File: config.mk
export PLATFORM = sky130hd
export DESIGN_NAME = kevin_gen
export DESIGN_NICKNAME = d
export VERILOG_FILES = /design/src/rtl/kevin_pkg.sv /design/src/rtl/kevin_member.sv /design/src/rtl/kevin_gen.sv
export SDC_FILE = /design/constraint.sdc
export NUM_CORES = 1
export LEC_CHECK = 0
export CORE_ASPECT_RATIO = 1.5
export CORE_MARGIN = 10
export CORE_UTILIZATION = 25
export DETAILED_ROUTE_END_ITERATION = 12
export PLACE_DENSITY = 0.56
export SYNTH_ARGS = -nofsm -noshare
export SYNTH_HDL_FRONTEND = slang
export SYNTH_SLANG_ARGS = --single-unit
File: constraint.sdc
create_clock -name clk -period 2.2 [get_ports clk]
set_input_delay 0.66 -clock clk [delete_from_list [all_inputs] [get_ports clk]]
set_output_delay 0.66 -clock clk [all_outputs]
set_load 0.02 [all_outputs]
File: src/rtl/kevin_pkg.sv
// Shared types and constants for the Kevin number generator.
package kevin_pkg;

    localparam int unsigned VAL_W      = 4;
    localparam logic [15:0] KEVIN_MASK = 16'h56E2;

    typedef enum logic [1:0] {
        StIdle,
        StScan,
        StEmit,
        StDone
    } state_e;

endpackage

File: src/rtl/kevin_member.sv
// Combinational membership test: is idx in the (optionally inverted) mask set.
module kevin_member
    import kevin_pkg::*;
(
    input  logic [VAL_W-1:0] idx,
    input  logic [15:0]      mask,
    input  logic             inv,
    output logic             hit
);

    assign hit = mask[idx] ^ inv;

endmodule

File: src/rtl/kevin_gen.sv
// Enumerates 0..15 and streams every value in the (optionally inverted) mask set
// over a valid/ready interface, reporting the emitted count and a done pulse.
module kevin_gen
    import kevin_pkg::*;
#(
    parameter logic [15:0] MASK = KEVIN_MASK
) (
    input  logic             clk,
    input  logic             rst,
    input  logic             start,
    input  logic             invert,
    input  logic             abort,
    output logic [VAL_W-1:0] out_data,
    output logic             out_valid,
    input  logic             out_ready,
    output logic             busy,
    output logic             done,
    output logic [4:0]       count
);

    state_e           state_q, state_d;
    logic [VAL_W-1:0] idx_q, idx_d;
    logic             inv_q, inv_d;
    logic [VAL_W-1:0] data_d;
    logic             valid_d;
    logic             busy_d;
    logic             done_d;
    logic [4:0]       count_d;
    logic             hit;

    kevin_member u_member (
        .idx  (idx_q),
        .mask (MASK),
        .inv  (inv_q),
        .hit  (hit)
    );

    always_comb begin
        state_d = state_q;
        idx_d   = idx_q;
        inv_d   = inv_q;
        data_d  = out_data;
        valid_d = out_valid;
        count_d = count;

        unique case (state_q)
            StIdle: begin
                if (start) begin
                    inv_d   = invert;
                    idx_d   = '0;
                    count_d = '0;
                    state_d = StScan;
                end
            end
            StScan: begin
                if (hit) begin
                    data_d  = idx_q;
                    valid_d = 1'b1;
                    state_d = StEmit;
                end else if (idx_q == 4'd15) begin
                    state_d = StDone;
                end else begin
                    idx_d = idx_q + 4'd1;
                end
            end
            StEmit: begin
                if (out_ready) begin
                    valid_d = 1'b0;
                    count_d = count + 5'd1;
                    if (idx_q == 4'd15) begin
                        state_d = StDone;
                    end else begin
                        idx_d   = idx_q + 4'd1;
                        state_d = StScan;
                    end
                end
            end
            StDone: begin
                state_d = StIdle;
            end
            default: begin
                state_d = StIdle;
            end
        endcase

        // Abort overrides any handshake; count keeps its partial value.
        if (abort && (state_q != StIdle)) begin
            state_d = StIdle;
            idx_d   = idx_q;
            valid_d = 1'b0;
            count_d = count;
        end

        done_d = (state_d == StDone);
        busy_d = (state_d != StIdle);
    end

    always_ff @(posedge clk or posedge rst) begin
        if (rst) begin
            state_q   <= StIdle;
            idx_q     <= '0;
            inv_q     <= 1'b0;
            out_data  <= '0;
            out_valid <= 1'b0;
            busy      <= 1'b0;
            done      <= 1'b0;
            count     <= '0;
        end else begin
            state_q   <= state_d;
            idx_q     <= idx_d;
            inv_q     <= inv_d;
            out_data  <= data_d;
            out_valid <= valid_d;
            busy      <= busy_d;
            done      <= done_d;
            count     <= count_d;
        end
    end

endmodule

==> results of run 1 <==
worst max-delay path: stages (launching register included):
cell	delay [ns]
dfrtp_1	0.39
ha_1	0.33
o22a_2	0.21
o221ai_2	0.22
mux2_4	0.36
buf_4	0.17
o21ai_0	0.21
o211ai_1	0.13
worst min path at each step:
stage / startpoint / end / slack (ns) / cells past startpoint
floorplan: inv_q / inv_q / 0.49 / 1
global placement: count[4] / count[4] / 0.49 / 1
detailed placement: out_data[2] / out_data[2] / 0.50 / 1
CTS: count[4] / count[4] / 0.51 / 1
global route: count[4] / count[4] / 0.53 / 1
finish: count[4] / count[4] / 0.50 / 1
cell families after synthesis:
family                   synth area share [%]
AND/OR/NAND/NOR                          18.4
flip-flops                               43.5
AO/OA/AOI/OAI                            20.9
adder cells (fa/ha/maj)                  5.72
multiplexers                             8.35
buffers and inverters                    3.09
metal layers:
metal  GRT usage, %  routed length (microns)
met3           1.08                       98
met2           14.7                     1520
met4           5.18                       86
met5              0                        0
met1           8.66                     1100
cell type report:
cell class,count,area (sq um),area share (%)
flip-flops and latches,19,475,32.5
clock buffers,3,41.3,2.82
well taps,46,57.6,3.93
inverters,9,33.8,2.31
clock inverters,1,5.00,0.342
repair buffers,28,253,17.3
multi-input cells,84,599,40.9
report_power, final:
| part | internal (uW) | total, uW | switching, uW |
|---|---|---|---|
| logic | 571 | 1150 | 575 |
| registers | 474 | 576 | 101 |
| clock network | 126 | 256 | 129 |
| total | 1170 | 1980 | 806 |
placed cells by master (no fill, tap or decap), types with 2 or more instances in the layout:
| master | netlist | layout |
|---|---|---|
| mux2_2 | 5 | 5 |
| buf_4 | 0 | 11 |
| o31ai_1 | 4 | 4 |
| a21oi_1 | 2 | 2 |
| clkbuf_8 | 0 | 3 |
| nand3_1 | 5 | 5 |
| o21ai_0 | 15 | 15 |
| and2_1 | 3 | 3 |
| clkdlybuf4s50_1 | 0 | 17 |
| nand2_1 | 7 | 7 |
| nor2_1 | 9 | 9 |
| inv_1 | 9 | 9 |
| ha_1 | 5 | 5 |
| nand2b_1 | 3 | 3 |
| dfrtp_1 | 19 | 19 |
| nor2b_1 | 6 | 6 |
metrics by stage:
| stage | total power (uW) | hold slack, ns | instances | utilization [%] | setup slack, ns |
|---|---|---|---|---|---|
| 6_report | 1980 | 0.504 | 190 | 34.5 | 0.0480 |
| 5_1_grt | 2150 | 0.532 | 190 | 34.5 | 0.00550 |
| 4_1_cts | 1960 | 0.509 | 190 | 34.2 | 0.0544 |
| 3_5_place_dp | 1700 | 0.496 | 186 | 33.1 | -0.0177 |
| 3_3_place_gp | 1670 | 0.487 | 186 | 33.1 | 0.0164 |
| 2_1_floorplan | 1270 | 0.494 | 112 | - | 0.122 |
flip-flops by register name, summed over array words and instances (netlist names):
signal,count
inv_q,1
out_data,4
done,1
busy,1
state_q,2
count,5
idx_q,4
out_valid,1
==> run metrics, run 1 <==
dpl hpwl about 2200 microns; Hold Fails Final Rpt 0; FILL cells 452; cell area after layout roughly 1500 sq um; Skew-Pair Late Insertion Delay 0.26 ns; Pleak 0.000654 uW; CP endpoint kind register; max-slew violations 0; # rows 29; crit path launch type register; initial antenna violation count 0; Slew @ Worst Pin 0.394 ns; core area 4250 sq um; relative slew slack approximately 74%; antenna-violating nets left 0; reg2reg start idx_q[0]; chip height 101 microns; gr ovfl total 0; PD cells 1350 nW/um^2; Setup TNS 0 ns; most frequent cell after synthesis dfrtp_1; die area 7470 sq um; CP arrival 2.29 ns; Vias 962; WL per Instance 14.7 microns; syn avg cell area approximately 9.8 sq um; number of enable flip-flop cells after synthesis 0; post-place instance area 1400 sq um; Hold/Removal Path Class register to register; Setup Skew about 0.0031 ns; crit path kind register to register; DRC viols 0; Final Wtd Congestion slightly below 0.9; RSZ-0062 raised after global routing false; run status finished clean; r2r endpoint idx_q[3]; chip width 74 microns; post-synth net total approximately 120; Area growth syn-to-layout 34.0%; # clock sinks 19; routed wire length 2800 microns; GR Util All Layers under 10%; R2R setup slack 0.05 ns; first-pass GRT wire length 4870 microns; Clk pin slew, worst setup/hold paths approximately 0.08 ns; yosys warns 0; # setup viols final 0; top cell types by occurrence after synthesis dfrtp_1 (19), o21ai_0 (15), inv_1 (9), nor2_1 (9), nand2_1 (7); share of layout cells above drive strength 1 19.4%; hold_buf cts 0; Final period util a little over nine tenths; Port Buffers 17; top post-synthesis cells by area dfrtp_1 (43%), o21ai_0 (6.9%), ha_1 (5.7%); worst-case clock buffer depth 2; crit path to idx_q[3]; Seq cells post-synth 19; # diodes 0; part of the Yosys area used for sequential elements 43.5%; TritonCTS Buffers 3; Initial DRT Pass Iterations 4; count of cell types in the netlist 32; Via density 5.06; I/O Pins 18; post-synth top area cell dfrtp_1; Synth Cell Area 1090 sq um; H-Tree Level Count 1; top_reg_cell synth dfrtp_1; Starting Density about 26%; largest net degree at the start of global routing 20; Mapped Cells 112; post-layout net count 156; maximum vdd drop 623 uV; Final min period 2.15 ns; crit path from idx_q[0]; CTS tree yes; Critical Path RT 2.34 ns; CTS resizes 0; Post-synth ARST share between 90% and 100%; Max FO, Critical Path 7; initial DRC count approximately 110; Root Buffer clkbuf_8; # Post-CTS Setup Buffers 0; vias in the first global route 1041; post-synth top area share between 40% and 50%; max-cap violations 0; fmax 465 MHz; r2r worst-path depth 7
No activity file was read; power rests on OpenSTA's default activity.
==> run 2, diff against run 1 <==
--- a/config.mk
+++ b/config.mk
@@ -5,11 +5,13 @@
 export SDC_FILE = /design/constraint.sdc
 export NUM_CORES = 1
 export LEC_CHECK = 0
+export CELL_PAD_IN_SITES_DETAIL_PLACEMENT = 0
+export CELL_PAD_IN_SITES_GLOBAL_PLACEMENT = 1
 export CORE_ASPECT_RATIO = 1.5
 export CORE_MARGIN = 10
 export CORE_UTILIZATION = 25
 export DETAILED_ROUTE_END_ITERATION = 12
-export PLACE_DENSITY = 0.56
+export PLACE_DENSITY = 0.66
 export SYNTH_ARGS = -nofsm -noshare
 export SYNTH_HDL_FRONTEND = slang
 export SYNTH_SLANG_ARGS = --single-unit
==> run 2 against run 1 <==
  * Total power fell by 0.51%
  * Largest power group unchanged
  * Utilization up 0.059 points
  * Worst setup slack improved by 0.061 ns
==> run metrics, run 2 (synthesis gave the netlist of run 1 again) <==
run status finished clean; Area growth syn-to-layout 34.2%; H-Tree Level Count 1 (unchanged); die area 7470 sq um (unchanged); first-pass GRT wire length 4440 microns (-8.9%); WL per Instance 13.8 microns (-6.7%); M1 GR Usage 7.02% (-1.6 points); dpl hpwl 2060 microns (-5.6%); Skew-Pair Late Insertion Delay 0.26 ns (about the same); GR Util All Layers 7.31% (-0.95 points); max-slew violations 0 (unchanged); Setup TNS 0 ns (unchanged); initial antenna violation count 0 (unchanged); Util after Layout 34.6% (+0.059 points); # clock sinks 19 (unchanged); Top reg by flops count; Critical Path RT 2.37 ns (+0.03 ns); Vias 927 (-3.6%); routed wire length 2600 microns (-7.2%); post-layout net count 155 (-0.64%); Root Buffer clkbuf_8; worst-case clock buffer depth 2 (unchanged); R2R setup slack 0.11 ns (+0.06 ns); antenna-violating nets left 0 (unchanged); vias in the first global route 1019 (-2.1%); Setup WS post-layout 0.109 ns (+0.0606 ns); Port Buffers 17 (unchanged); initial DRC count 12 (-89%); PD cells 1340 nW/um^2 (-0.68%); Setup Skew 0.00234 ns (-0.000724 ns); RSZ-0062 raised after global routing false; Slew @ Worst Pin 0.416 ns (+0.0215 ns); DP Worst Slack 0.00935 ns (+0.0271 ns); Hold Fails Final Rpt 0 (unchanged); Hold/Removal Path Class register to register; r2r endpoint idx_q[2]; chip height 101 microns (unchanged); Pleak 0.000653 uW (-0.11%); CP arrival 2.26 ns (-0.03 ns); share of layout cells above drive strength 1 18.9% (-0.56 points); relative slew slack 72.2% (-1.4 points); TritonCTS Buffers 3 (unchanged); gr busiest metal met2; Max FO, Critical Path 5 (-2); maximum vdd drop 643 uV (+3.2%); reg2reg start idx_q[0]; Largest regs count (5), idx_q (4), out_data (4); chip width 74 microns (unchanged); Hold Path Origin count[4]; # diodes 0 (unchanged); crit path to idx_q[2]; CP endpoint kind register; # Post-CTS Setup Buffers 0 (unchanged); largest net degree at the start of global routing 20 (unchanged); crit path launch type register; r2r worst-path depth 6 (-1); Final min period 2.09 ns (-0.0606 ns); I/O Pins 18 (unchanged); number of flip-flops in the largest register 5 (unchanged); fmax 478 MHz (+2.9%); gr ovfl total 0 (unchanged); Via density 4.90 (-3.1%); CTS tree yes; most common cell after layout, fill and taps aside dfrtp_1; met3 usage 1.78% (+0.69 points); Tot Pwr 1970 uW (-0.51%); crit path from idx_q[0]; core area 4250 sq um (unchanged); Hold Path Cell Cnt 1 (unchanged); Final Wtd Congestion 0.762 (-14%); max-cap violations 0 (unchanged); Starting Density 25.8% (unchanged); # rows 29 (unchanged); Clk pin slew, worst setup/hold paths 0.07 ns (about the same); Final period util 95.1% (-2.8 points); most frequent cells in the layout dfrtp_1 (19), clkdlybuf4s50_1 (17), o21ai_0 (15); crit path kind register to register; CTS resizes 0 (unchanged); DRC viols 0 (unchanged); GRT met2 Usage 14.1% (-0.59 points); hold_buf cts 0 (unchanged); # setup viols final 0 (unchanged); Initial DRT Pass Iterations 4 (unchanged)
-- run 2: cell types whose count changed in the layout (fill, tap and decap cells not counted) --
cell,change
buf_4,-1
ha_1,-1
ha_2,+1
mux2i_1,+1
mux2i_2,-1
o221ai_2,-1
o221ai_4,+1
-- run 2: worst min-delay path by stage --
stage	slack, ns	endpoint
3_3_place_gp	0.47	count[4]
3_5_place_dp	0.48	count[4]
6_report	0.49	count[4]
4_1_cts	0.49	count[4]
5_1_grt	0.52	count[4]
2_1_floorplan	0.49	inv_q
-- run 2: worst max-delay path, stage by stage, from the launching register on --
cell,delay [ns]
dfrtp_1,0.39
ha_1,0.33
o22a_2,0.23
o221ai_4,0.19
mux2_4,0.37
or2_4,0.27
o31ai_1,0.22
-- run 2: where the power goes --
| group | internal (uW) | total [uW] | switching, uW |
|---|---|---|---|
| Clock | 126 | 247 | 121 |
| Combinational | 578 | 1140 | 563 |
| Sequential | 475 | 581 | 106 |
-- run 2: per-layer routing --
| layer | vias to the layer above | routed length, microns |
|---|---|---|
| met2 | 13 | 1430 |
| met4 | 0 | 27 |
| met3 | 4 | 88 |
| li1 | 462 | - |
| met1 | 448 | 1050 |
| met5 | - | 0 |
-- run 2: final cells by class --
class,count,area (sq um)
sequential,19,475
tap,46,57.6
clock buffer,3,41.3
timing repair buffer,27,245
multi-input combinational,84,609
inverter,9,33.8
fill,433,2780
clock inverter,1,5.00
-- run 2: through the flow --
stage	hold WS [ns]	instance area, sq um	cells
2_1_floorplan	0.494	1090	112
3_3_place_gp	0.470	1400	185
3_5_place_dp	0.482	1400	185
4_1_cts	0.491	1440	189
5_1_grt	0.521	1470	189
6_report	0.491	1470	189
